File: src/rtl/sync_down_counter.sv
// sync_down_counter: loadable down counter with terminal-count pulse.
// Counts from a programmed value toward zero in RUN. It offers
// one-shot and auto-reload modes, so it can serve as a delay or
// period timer. Reset is synchronous and active-low.
// Optional feature macro: SYNC_DOWN_PRESCALE_EN. When this macro is
// defined, a prescaler divides the decrement rate by PRESCALE.
module sync_down_counter #(
  parameter int WIDTH    = 4,
  parameter int PRESCALE = 4
) (
  input  logic             clk,
  input  logic             reset,
  input  logic             load,
  input  logic [WIDTH-1:0] load_val,
  input  logic             start,
  input  logic             stop,
  input  logic             auto_reload,
  output logic [WIDTH-1:0] count,
  output logic             busy,
  output logic             done,
  output logic             tc
);

  typedef enum logic [1:0] {
    IDLE = 2'd0,
    RUN  = 2'd1,
    DONE = 2'd2
  } state_t;

  state_t           state, state_nxt;
  logic [WIDTH-1:0] reload, reload_nxt;
  logic [WIDTH-1:0] count_nxt;
  logic             tc_nxt;
  logic [WIDTH-1:0] start_val;
  logic             tick;

`ifdef SYNC_DOWN_PRESCALE_EN
  localparam int PW = (PRESCALE > 1) ? $clog2(PRESCALE) : 1;
  logic [PW-1:0] pre, pre_nxt;

  // A tick fires on the last prescaler phase of each PRESCALE-clock window.
  assign tick = (pre == PW'(PRESCALE - 1));
`else
  localparam int TICK_DIV = (PRESCALE > 0) ? 1 : 1;

  // Without the prescaler, every clock spent in RUN is a tick.
  assign tick = (TICK_DIV == 1);
`endif

  // Starting from IDLE uses the held count; from RUN or DONE it restarts from reload.
  assign start_val = (state == IDLE) ? count : reload;

  // Registered state update; reset wins over every other control at the edge.
  always_ff @(posedge clk) begin
    if (!reset) begin
      state  <= IDLE;
      count  <= '1;
      reload <= '1;
      tc     <= 1'b0;
`ifdef SYNC_DOWN_PRESCALE_EN
      pre    <= '0;
`endif
    end else begin
      state  <= state_nxt;
      count  <= count_nxt;
      reload <= reload_nxt;
      tc     <= tc_nxt;
`ifdef SYNC_DOWN_PRESCALE_EN
      pre    <= pre_nxt;
`endif
    end
  end

  // Next-state logic with priority load > stop > start > tick; tc defaults low so it only pulses.
  always_comb begin
    state_nxt  = state;
    count_nxt  = count;
    reload_nxt = reload;
    tc_nxt     = 1'b0;
`ifdef SYNC_DOWN_PRESCALE_EN
    pre_nxt    = pre;
`endif
    if (load) begin
      count_nxt  = load_val;
      reload_nxt = load_val;
      state_nxt  = IDLE;
`ifdef SYNC_DOWN_PRESCALE_EN
      pre_nxt    = '0;
`endif
    end else if (stop) begin
      if (state == RUN) begin
        state_nxt = IDLE;
      end
`ifdef SYNC_DOWN_PRESCALE_EN
      pre_nxt = '0;
`endif
    end else if (start) begin
      count_nxt = start_val;
`ifdef SYNC_DOWN_PRESCALE_EN
      pre_nxt   = '0;
`endif
      if (start_val != '0) begin
        state_nxt = RUN;
      end else if (auto_reload) begin
        // A zero period in auto-reload mode fires tc on every tick.
        state_nxt = RUN;
        tc_nxt    = 1'b1;
      end else begin
        state_nxt = DONE;
        tc_nxt    = 1'b1;
      end
    end else if (state == RUN) begin
`ifdef SYNC_DOWN_PRESCALE_EN
      pre_nxt = tick ? '0 : pre + PW'(1);
`endif
      if (tick) begin
        if (count > WIDTH'(1)) begin
          count_nxt = count - WIDTH'(1);
        end else if (count == WIDTH'(1)) begin
          count_nxt = '0;
          tc_nxt    = 1'b1;
          if (!auto_reload) begin
            state_nxt = DONE;
          end
        end else begin
          count_nxt = reload;
          tc_nxt    = (reload == '0);
        end
      end
    end
  end

  // Status flags are plain decodes of the registered state.
  assign busy = (state == RUN);
  assign done = (state == DONE);

endmodule
File: config.mk
export PLATFORM = sky130hd
export DESIGN_NAME = sync_down_counter
export DESIGN_NICKNAME = d
export VERILOG_FILES = /design/src/rtl/sync_down_counter.sv
export SDC_FILE = /design/constraint.sdc
export NUM_CORES = 1
export LEC_CHECK = 0
export ABC_AREA = 1
export CAP_MARGIN = 40
export CORE_MARGIN = 2
export CORE_UTILIZATION = 51
export DETAILED_ROUTE_END_ITERATION = 10
export GPL_ROUTABILITY_DRIVEN = 0
export HOLD_SLACK_MARGIN = 0.08
export MAX_ROUTING_LAYER = met4
export PLACE_DENSITY = 0.92
export SYNTH_ARGS = -nofsm -noshare
export SYNTH_HDL_FRONTEND = slang
export SYNTH_SLANG_ARGS = --single-unit
export TNS_END_PERCENT = 1
File: constraint.sdc
create_clock -name clk -period 2.7 [get_ports clk]
set_input_delay 0.54 -clock clk [delete_from_list [all_inputs] [get_ports clk]]
set_output_delay 0.54 -clock clk [all_outputs]
set_load 0.05 [all_outputs]
Word level (Yosys, flattened, before mapping)
Index checks and enable logic that the tools add are counted.
{ "word_totals": {"register_bits": 11, "wordCells": 45, "in_bits": 10} }
{ "op_classes": {"addsub": 1, "eq_ne": 7, "bitwise": 1, "muxes": 21, "n_lt_le_gt_ge": 1, "reduce_logical": 10} }
{ "op_table": {"columns": ["cell", "count"], "rows": [
  ["4-bit 2-to-1 mux", 7],
  ["2-bit 2-to-1 mux", 9],
  ["3-bit inequality test, second input constant", 2],
  ["3-bit nonzero test", 2],
  ["1-bit 2-to-1 mux", 5],
  ["5-bit AND reduction", 1],
  ["4-bit by 1-bit == test with 1-bit output, second input constant", 1],
  ["4-bit by 1-bit > comparator with 1-bit output, second input constant", 1],
  ["4-bit zero test", 1],
  ["4-bit nonzero test", 1],
  ["4-bit by 1-bit subtractor with 4-bit output, second input constant", 1],
  ["3-bit OR reduction", 1],
  ["2-bit by 1-bit == test with 1-bit output, second input constant", 1],
  ["2-bit == test, second input constant", 1],
  ["2-bit zero test", 1],
  ["2-bit by 1-bit inequality test with 1-bit output, second input constant", 1],
  ["2-bit inequality test, second input constant", 1],
  ["2-bit AND reduction", 1],
  ["2-bit nonzero test", 1],
  ["2-bit OR reduction", 1],
  ["1-bit inverter", 1]
]} }

Logic depth before layout (Yosys ltp)
Gate-level depths: netlist (run 1).
{ "logic_depth": {"word_depth": 7, "mapped_depth": 10, "depth_no_buf": 10} }

Least setup slack after synthesis (run 1)
No wires, ideal clock.
{ "synth_timing": {"path_kind": "register -> register", "start": "register count[1]", "end": "register count[0]", "setup_slack_ps": 1080, "path_stages_with_launch": 9, "synth_period_minus_slack_ps": 1620, "path_buffers": 0, "required_ps": 2578, "setup_time_ps": 122, "arrival_time_ps": 1499, "path_cell_list": "dfxtp_1 inv_1 ha_1 nand2_2 nand2_2 nand3_1 o21ai_0 nor2_1 o21ai_1"} }
{ "synth_via": {"elab_chain_cells": 7} }
{ "synth_rtl": {"columns": ["item", "line_no", "rtl"], "rows": [
  ["start, declared", "18", "output logic [WIDTH-1:0] count,"],
  ["start signal, assigned", "65", "count <= count_nxt;"],
  ["parallel branches: the longest is 2 deep, another holds 4-bit by 1-bit > comparator with 1-bit output", null, null],
  ["4-bit 2-to-1 mux (*)", "117", "if (count > WIDTH'(1)) begin"],
  ["4-bit 2-to-1 mux (*)", "112", "end else if (state == RUN) begin"],
  ["4-bit 2-to-1 mux (*)", "97", "end else if (start) begin"],
  ["4-bit 2-to-1 mux (*)", "90", "end else if (stop) begin"],
  ["4-bit 2-to-1 mux (*)", "83", "if (load) begin"]
]} }
Mark *: on every way between the ends. The select of a mux whose other input is x is not followed.
A chain may end at the register's enable or synchronous reset.

Worst setup path after layout (run 1)
{ "layout_timing": {"start": "register state[0]", "end": "output busy"} }
{ "layout_via": {"elab_chain_cells": 1} }
{ "layout_rtl": {"columns": ["item", "line_no", "rtl"], "rows": [
  ["start, declared", "30", "state_t state, state_nxt;"],
  ["start signal, assigned", "64", "state <= state_nxt;"],
  ["2-bit by 1-bit == test with 1-bit output", "134", "assign busy = (state == RUN);"],
  ["end, declared", "19", "output logic busy,"]
]} }
Every way passes these cells.

==> flow_summary_export.csv, run 1 <==
group,metric,value,unit
sta,setup_viol,0,
synth,synth_top_family_by_area,"simple AND/OR/NAND/NOR gates",
place,port_buffers,16,
routing,avgRoutedWirePerCell,11.3,um
setup_path,startpoint_type,"flop",
routing,drt-initial-drc-count,26,
clocking,clock_sinks,11,
sta,skew,0.00560,ns
routing,drt-pass1-iter-count,4,
global_route,use_met1,27.6,%
synth,synth_cell_types,19,
die,die_w,41.7,um
setup_path,arrival,1.72,ns
final_layout,final_cell_mix,"nand2_1 (36), clkdlybuf4s50_1 (16), inv_1 (12)",
place,dpl_worst_slack,0.749,ns
final_layout,fin_util,70.3,%
pwr,irDropWorstVdd,422,uV
clocking,clk_pin_slew,0.08,ns
clocking,clk_latency,0.28,ns
sta,finalHoldViolCount,0,
clocking,cts_hold_buffers,0,
synth,synth_compound_area_share,19.1,%
worst_hold_path,min_delay_worst_endpoint,"state[1]",
job,drv_cap,0,
synth,syn_nets,126,
setup_path,cp_slowest_stage_delay,0.79,ns
routing,vias_per_cell,5.53,
setup_path,regToRegSetupSlack,1.28,ns
pwr,power.density,456,nW/um2
pwr,p_leak,0.433,nW
clocking,cts_buffers,3,
setup_path,r2r_start,"count[1]",
pwr,finalPower,0.422,mW
sta,post-route-min-period,2.26,ns
worst_hold_path,hold_start,"state[1]",
sta,setup_tns,0,ns
synth,ys_warn_count,0,
synth,syn_area,726,um2
die,core_area,1320,um2
global_route,grtUsageMet2,34.7,%
clocking,cts_max_path_buffers,2,
routing,num_vias,819,
setup_path,critPathKind,"reg -> out",
die,initial_utilization,55.1,%
synth,synth-simple-area-share,36.7,%
setup_path,slowest_stage,"clkdlybuf4s50_1",
final_layout,area_growth,27.6,%
clocking,htree_levels,1,
global_route,antenna_found_initial,0,
final_layout,fillers,116,
synth,synth_cells,114,
global_route,grt_max_degree,11,
global_route,grt_pass1_vias,714,
routing,totalWireLength,1.67,mm
setup_path,r2r_end,"count[1]",
routing,route.antenna.remaining_nets,0,
final_layout,seq_area,220,um2
sta,tightest_slew,0.503,ns
setup_path,cp-end-kind,"output pin",
final_layout,multi_input_area,448,um2
global_route,grt_use_met3,4.35,%
synth,ys_seq_elements,11,
synth,muxShareOfSynthArea,0,%
final_layout,final_common_cell,"nand2_1",
place,dp_hpwl,1.32,mm
die,io_pins,17,
worst_hold_path,whs_path_depth,2,
synth,synth_xor_area_share,2.41,%
setup_path,path_max_fanout,6,
final_layout,final_nets,146,
synth,ys_seq_area_share,30.3,%
status,status,"completed",
setup_path,crit_required,2.16,ns
sta,slew_violations,0,
setup_path,reg2reg_depth,8,
clocking,cts_resized,0,
die,die_y,41.7,um
synth,syn_area_per_cell,6.37,um2
final_layout,diodes,0,
worst_hold_path,holdCritPathClass,"reg -> reg",
clocking,cts-root-buf,"clkbuf_4",
setup_path,path_cells,"nand2_1 > inv_1 > clkdlybuf4s50_1",
routing,drc_errors,0,
final_layout,drive_gt1_share,9.02,%
setup_path,path_delay_family,"buffers and inverters",
sta,worst_slack,0.436,ns
die,die_area,1740,um2
clocking,cts_tree,"yes",
sta,relSlewSlack,66.3,%
global_route,grt_first_pass_wirelength,2.96,mm
clocking,cts_setup_buffers,0,
global_route,overflow,0,
sta,fmax,0.442,GHz
synth,synth-adder-area-share,3.45,%
sta,post-route-period-util,83.8,%
global_route,busiest_layer,"met2",
die,rows,13,
global_route,track_usage,22.6,%
sta,rsz0062_at_grt,"no",
setup_path,worst-path-buf-inv,2,
-- area by class of cell --
class | count | share of cell area, %
Timing Repair Buffer | 16 | 17.3
Sequential cell | 11 | 23.8
Inverter | 14 | 5.68
Multi-Input combinational cell | 88 | 48.4
Clock buffer | 4 | 2.84
Tap cell | 15 | 2.03
-- cell usage after synthesis --
cell | number | share of area [%]
o211ai_1 | 7 | 7.2
nand2_1 | 36 | 19
o21bai_1 | 1 | 1.0
nand2_2 | 4 | 3.4
o21ai_2 | 1 | 1.2
o21ai_1 | 1 | 0.69
inv_2 | 2 | 1.0
o21ai_0 | 5 | 3.4
ha_1 | 2 | 3.4
nor2_4 | 1 | 1.6
nor2_2 | 1 | 0.86
inv_1 | 12 | 6.2
a31oi_1 | 4 | 3.4
xor2_1 | 2 | 2.4
buf_2 | 1 | 0.69
a21oi_1 | 3 | 2.1
nand3_1 | 11 | 7.6
dfxtp_1 | 11 | 30
nor2_1 | 9 | 4.7
-- cells by family after synthesis --
logic type	after synthesis
compound gates	22
simple gates	62
buf+inv	15
fa+ha+maj	2
flops	11
xor+xnor	2
-- metal layers --
layer  up-vias  routed length [um]
li1        414                   -
met1       359                 714
met2        42                 790
met3         4                 141
met4         0                  26
met5         -                   0
-- flip-flops by register name, summed over array words and instances, names as in the netlist --
signal and cells:
state 2, count 4, reload 4, tc 1
-- power by group --
group	leakage, nW	internal, mW	switching, mW	total, mW
logic	0.327	0.0458	0.0700	0.116
clock network	0.0150	0.0574	0.0621	0.120
registers	0.0912	0.173	0.0143	0.187
-- worst register-to-register path, cell delays in order, from the launching register on --
cell	delay, ns
dfxtp_1	0.41
inv_1	0.10
ha_1	0.20
nand2_2	0.14
nand2_2	0.12
nand3_1	0.08
o211ai_1	0.09
o211ai_1	0.09
nand2_1	0.07
-- worst max path at each step --
stage / from / to / slack (ns) / depth (start not counted)
2_1_floorplan: count[1] / count[0] / 1.08 / 8
3_3_place_gp: start / count[3] / 0.77 / 9
3_5_place_dp: state[0] / busy / 0.75 / 3
4_1_cts: state[0] / busy / 0.44 / 3
5_1_grt: state[0] / busy / 0.34 / 3
6_report: state[0] / busy / 0.44 / 3
-- stage by stage --
step	instances	hold WS, ns	area [um2]
final	148	0.504	926
after global routing	148	0.528	926
after CTS	148	0.502	926
after detailed placement	144	0.491	900
after global placement	144	0.480	900
after floorplan	114	0.454	726
(Power assumes the default switching activity.)
==> run 2, diff against run 1 <==
Settings changed: CORE_UTILIZATION 51 to 47, PLACE_DENSITY 0.92 to 0.87.
Clock period 2.7 ns to 2.2 ns, I/O delays scaled along.
==> run 2 against run 1 <==
Combinational power rose by 24%. Global-route usage is 0.82 points lower. Hold slack got worse by 0.0098 ns. Largest cell class unchanged. Clock power grew 16%. Setup slack worse by 0.28 ns. Clock skew is 0.0025 ns lower. Final cell count grew 0.68%. Non-clock buffer count did not move.
==> flow_summary_export.csv, run 2 (synthesized netlist as in run 1, its figures left out) <==
group,metric,value,unit
status,status,"completed",
sta,fmax,0.490,GHz
die,initial_utilization,49.3,%
die,die_area,1870,um2
die,io_pins,17,
routing,totalWireLength,1.79,mm
routing,route.antenna.remaining_nets,0,
worst_hold_path,holdCritPathClass,"reg -> reg",
die,core_area,1470,um2
sta,fin_hold_ws,0.494,ns
sta,setup_viol,0,
clocking,clock_sinks,11,
final_layout,reg.largest.list,"count: 4 flops, reload: 4 flops, state: 2 flops",
place,port_buffers,16,
global_route,grt_max_degree,11,
place,dpl_cell_area,898,um2
die,die_w,43.3,um
setup_path,arrival,1.60,ns
die,die_y,43.3,um
final_layout,drive_gt1_share,9.77,%
clocking,cts_tree,"yes",
global_route,grt_pass1_vias,702,
worst_hold_path,whs_path_depth,2,
final_layout,area_growth,27.4,%
setup_path,reg2reg_depth,8,
sta,tightest_slew,0.489,ns
routing,num_vias,806,
clocking,cts_resized,0,
sta,setup_tns,0,ns
setup_path,startpoint_type,"flop",
sta,post-route-period-util,92.8,%
job,drv_cap,0,
routing,drc_errors,0,
clocking,htree_levels,1,
final_layout,final_common_cell,"nand2_1",
global_route,overflow,0,
pwr,power.density,554,nW/um2
global_route,grt_first_pass_wirelength,2.95,mm
pwr,finalPower,0.512,mW
place,dp_hpwl,1.34,mm
global_route,antenna_found_initial,0,
clocking,cts_buffers,3,
global_route,track_usage,21.7,%
setup_path,critPathKind,"reg -> out",
clocking,clk_pin_slew,0.07,ns
final_layout,diodes,0,
sta,slew_violations,0,
sta,relSlewSlack,67.3,%
setup_path,path_max_fanout,4,
final_layout,final_cell_mix,"nand2_1 (36), clkdlybuf4s50_1 (15), inv_1 (12)",
clocking,cts_hold_buffers,0,
sta,rsz0062_at_grt,"no",
pwr,p_leak,0.435,nW
routing,avgRoutedWirePerCell,12.0,um
clocking,cts_max_path_buffers,2,
die,rows,14,
sta,finalHoldViolCount,0,
sta,post-route-min-period,2.04,ns
clocking,clk_latency,0.27,ns
routing,vias_per_cell,5.41,
final_layout,final_nets,146,
clocking,cts-root-buf,"clkbuf_4",
setup_path,crit_required,1.76,ns
sta,skew,0.00314,ns
clocking,cts_setup_buffers,0,
routing,drt-initial-drc-count,60,
pwr,irDropWorstVdd,357,uV
setup_path,cp-end-kind,"output pin",
routing,drt-pass1-iter-count,4,
final_layout,fin_area,925,um2
run 2: changes by cell type in the layout (fill, tap and decap cells not counted):
| cell | change |
|---|---|
| clkdlybuf4s50_1 | -1 |
| buf_4 | +1 |
run 2: final cells by class:
| type | count | area [um2] |
|---|---|---|
| sequential | 11 | 220 |
| inverter | 14 | 52.6 |
| multi-input combinational | 88 | 448 |
| timing repair buffer | 16 | 158 |
| fill | 130 | 547 |
| tap | 16 | 20.0 |
| clock buffer | 4 | 26.3 |
run 2: critical path, stage by stage (launching register included):
cell	delay, ns
dfxtp_1	0.37
inv_1	0.08
nor2_1	0.09
clkdlybuf4s50_1	0.80
run 2: layer usage:
metal / up-vias / track usage [%] / wire (um)
met5: - / - / 0
met4: 0 / 12.7 / 64
met3: 7 / 5.96 / 135
met2: 45 / 31.0 / 776
met1: 344 / 27.1 / 808
li1: 410 / - / -
run 2: worst paths after layout:
kind	from	to	slack (ns)
hold reg to reg	reload[2]	reload[2]	0.49
hold / removal	reload[2]	reload[2]	0.49
setup reg to reg	count[0]	count[0]	0.66
setup / recovery	state[1]	done	0.16
run 2: per-stage QoR:
stage          worst slack (ns)  instances  util [%]
2_1_floorplan             0.580        114         -
3_3_place_gp              0.445        145      61.1
3_5_place_dp              0.398        145      61.1
4_1_cts                   0.138        149      62.8
5_1_grt                  0.0658        149      62.8
6_report                  0.158        149      62.8
run 2: where the power goes:
| part | switching [mW] | total (mW) | internal (mW) |
|---|---|---|---|
| clock network | 0.0686 | 0.139 | 0.0703 |
| registers | 0.0170 | 0.229 | 0.212 |
| logic | 0.0879 | 0.144 | 0.0561 |
==> run 3, diff against run 2 <==
Settings changed: CORE_UTILIZATION 47 to 35, CTS_CLUSTER_SIZE from default to 20, PLACE_DENSITY 0.87 to 0.7.
==> run 3 against run 2 <==
Combinational power barely moved. Clock skew fell by 0.0015 ns. Maximum frequency barely moved. Count of clock-buffer cells in the layout did not move. Critical path depth fell by 2. Setup slack improved by 0.00093 ns. Clock power barely moved. Critical endpoint is now count[0]. Largest power group unchanged.
==> flow_summary_export.csv, run 3 (synthesized netlist as in run 1, its figures left out) <==
group,metric,value,unit
setup_path,path_max_fanout,7,
pwr,irDropWorstVdd,278,uV
sta,setup_tns,0,ns
pwr,p_leak,0.439,nW
final_layout,diodes,0,
clocking,clk_pin_slew,0.07,ns
sta,finalHoldViolCount,0,
pwr,p_int,0.340,mW
global_route,overflow,0,
routing,drt-initial-drc-count,27,
final_layout,final_nets,147,
final_layout,fin_area,946,um2
pwr,power.density,544,nW/um2
final_layout,fillers,211,
pwr,p_clk_share,27.2,%
pwr,p_switching,0.174,mW
global_route,grt_first_pass_wirelength,3.08,mm
final_layout,final_cell_mix,"nand2_1 (36), clkdlybuf4s50_1 (15), inv_1 (12)",
final_layout,reg.largest.list,"count: 4 flops, reload: 4 flops, state: 2 flops",
routing,vias_per_cell,4.86,
die,die_w,49.5,um
routing,num_vias,782,
setup_path,crit_required,1.76,ns
global_route,antenna_found_initial,0,
clocking,cts_buffers,3,
place,port_buffers,16,
setup_path,slowest_stage,"clkdlybuf4s50_1",
sta,skew,0.00160,ns
routing,avgRoutedWirePerCell,10.8,um
final_layout,drive_gt1_share,10.4,%
setup_path,critPathKind,"reg -> out",
global_route,grt_max_degree,11,
pwr,combPwrFrac,28.6,%
setup_path,worst-path-buf-inv,1,
die,io_pins,17,
die,die_area,2450,um2
sta,fmax,0.490,GHz
global_route,grt_pass1_vias,704,
place,dpl_cell_area,920,um2
routing,route.antenna.remaining_nets,0,
place,dp_hpwl,1.33,mm
sta,tightest_slew,0.498,ns
clocking,clock_sinks,11,
place,dpl_worst_slack,0.378,ns
routing,drc_errors,0,
clocking,htree_levels,1,
setup_path,startpoint_type,"flop",
final_layout,final_common_cell,"nand2_1",
final_layout,multi_input_area,448,um2
sta,slew_violations,0,
clocking,cts_max_path_buffers,2,
sta,setup_viol,0,
pwr,power_switching_share,33.9,%
worst_hold_path,holdCritPathClass,"reg -> reg",
setup_path,path_cells,"clkdlybuf4s50_1",
die,die_y,49.5,um
die,rows,16,
status,status,"completed",
clocking,cts_resized,0,
setup_path,cp-end-kind,"output pin",
routing,totalWireLength,1.75,mm
clocking,cts_setup_buffers,0,
routing,drt-pass1-iter-count,4,
setup_path,path_delay_family,"buffers and inverters",
sta,worst_slack,0.159,ns
final_layout,area_growth,30.3,%
job,drv_cap,0,
sta,post-route-period-util,92.8,%
setup_path,arrival,1.60,ns
global_route,track_usage,16.8,%
clocking,cts-root-buf,"clkbuf_4",
setup_path,cp_slowest_stage_delay,0.86,ns
final_layout,seq_area,220,um2
sta,relSlewSlack,66.7,%
sta,post-route-min-period,2.04,ns
die,initial_utilization,37.0,%
sta,rsz0062_at_grt,"no",
die,core_area,1960,um2
pwr,p_seq_share,44.2,%
pwr,finalPower,0.514,mW
clocking,cts_hold_buffers,0,
clocking,clk_latency,0.27,ns
clocking,cts_tree,"yes",
-- run 3: changes by cell type in the layout (fill, tap and decap cells not counted) --
cell   previous run  this run
buf_4             1         2
-- run 3: cell type report --
class | instances | area share (%)
Multi-Input combinational cell | 88 | 47.4
Sequential cell | 11 | 23.3
Timing Repair Buffer | 17 | 17.5
Inverter | 14 | 5.56
Tap cell | 27 | 3.57
Clock buffer | 4 | 2.78
-- run 3: power groups by stage --
stage	clock network [mW]	registers, mW	logic, mW
global route	0.154	0.229	0.164
global placement	0	0.232	0.146
detailed placement	0	0.231	0.146
finish	0.140	0.227	0.147
floorplan	0	0.252	0.0725
CTS	0.143	0.227	0.147
-- run 3: routing by layer --
layer	wire, um	vias to the layer above	track usage (%)
met1	856	332	22.8
met2	767	29	24.4
met3	98	4	3.64
met4	22	0	6.02
li1	-	417	-
met5	0	-	-
-- run 3: worst paths after layout --
check	slack, ns	end	cells past startpoint	from
max	0.16	count[0]	1	count[0]
min	0.49	state[1]	2	state[1]
max reg2reg	0.78	count[1]	8	count[0]
min reg2reg	0.49	state[1]	2	state[1]
-- run 3: metrics by stage --
| step | std cells | hold slack (ns) | util [%] |
|---|---|---|---|
| 2_1_floorplan | 114 | 0.454 | - |
| 3_3_place_gp | 157 | 0.482 | 46.9 |
| 5_1_grt | 161 | 0.534 | 48.2 |
| 3_5_place_dp | 157 | 0.480 | 46.9 |
| 4_1_cts | 161 | 0.496 | 48.2 |
| 6_report | 161 | 0.494 | 48.2 |
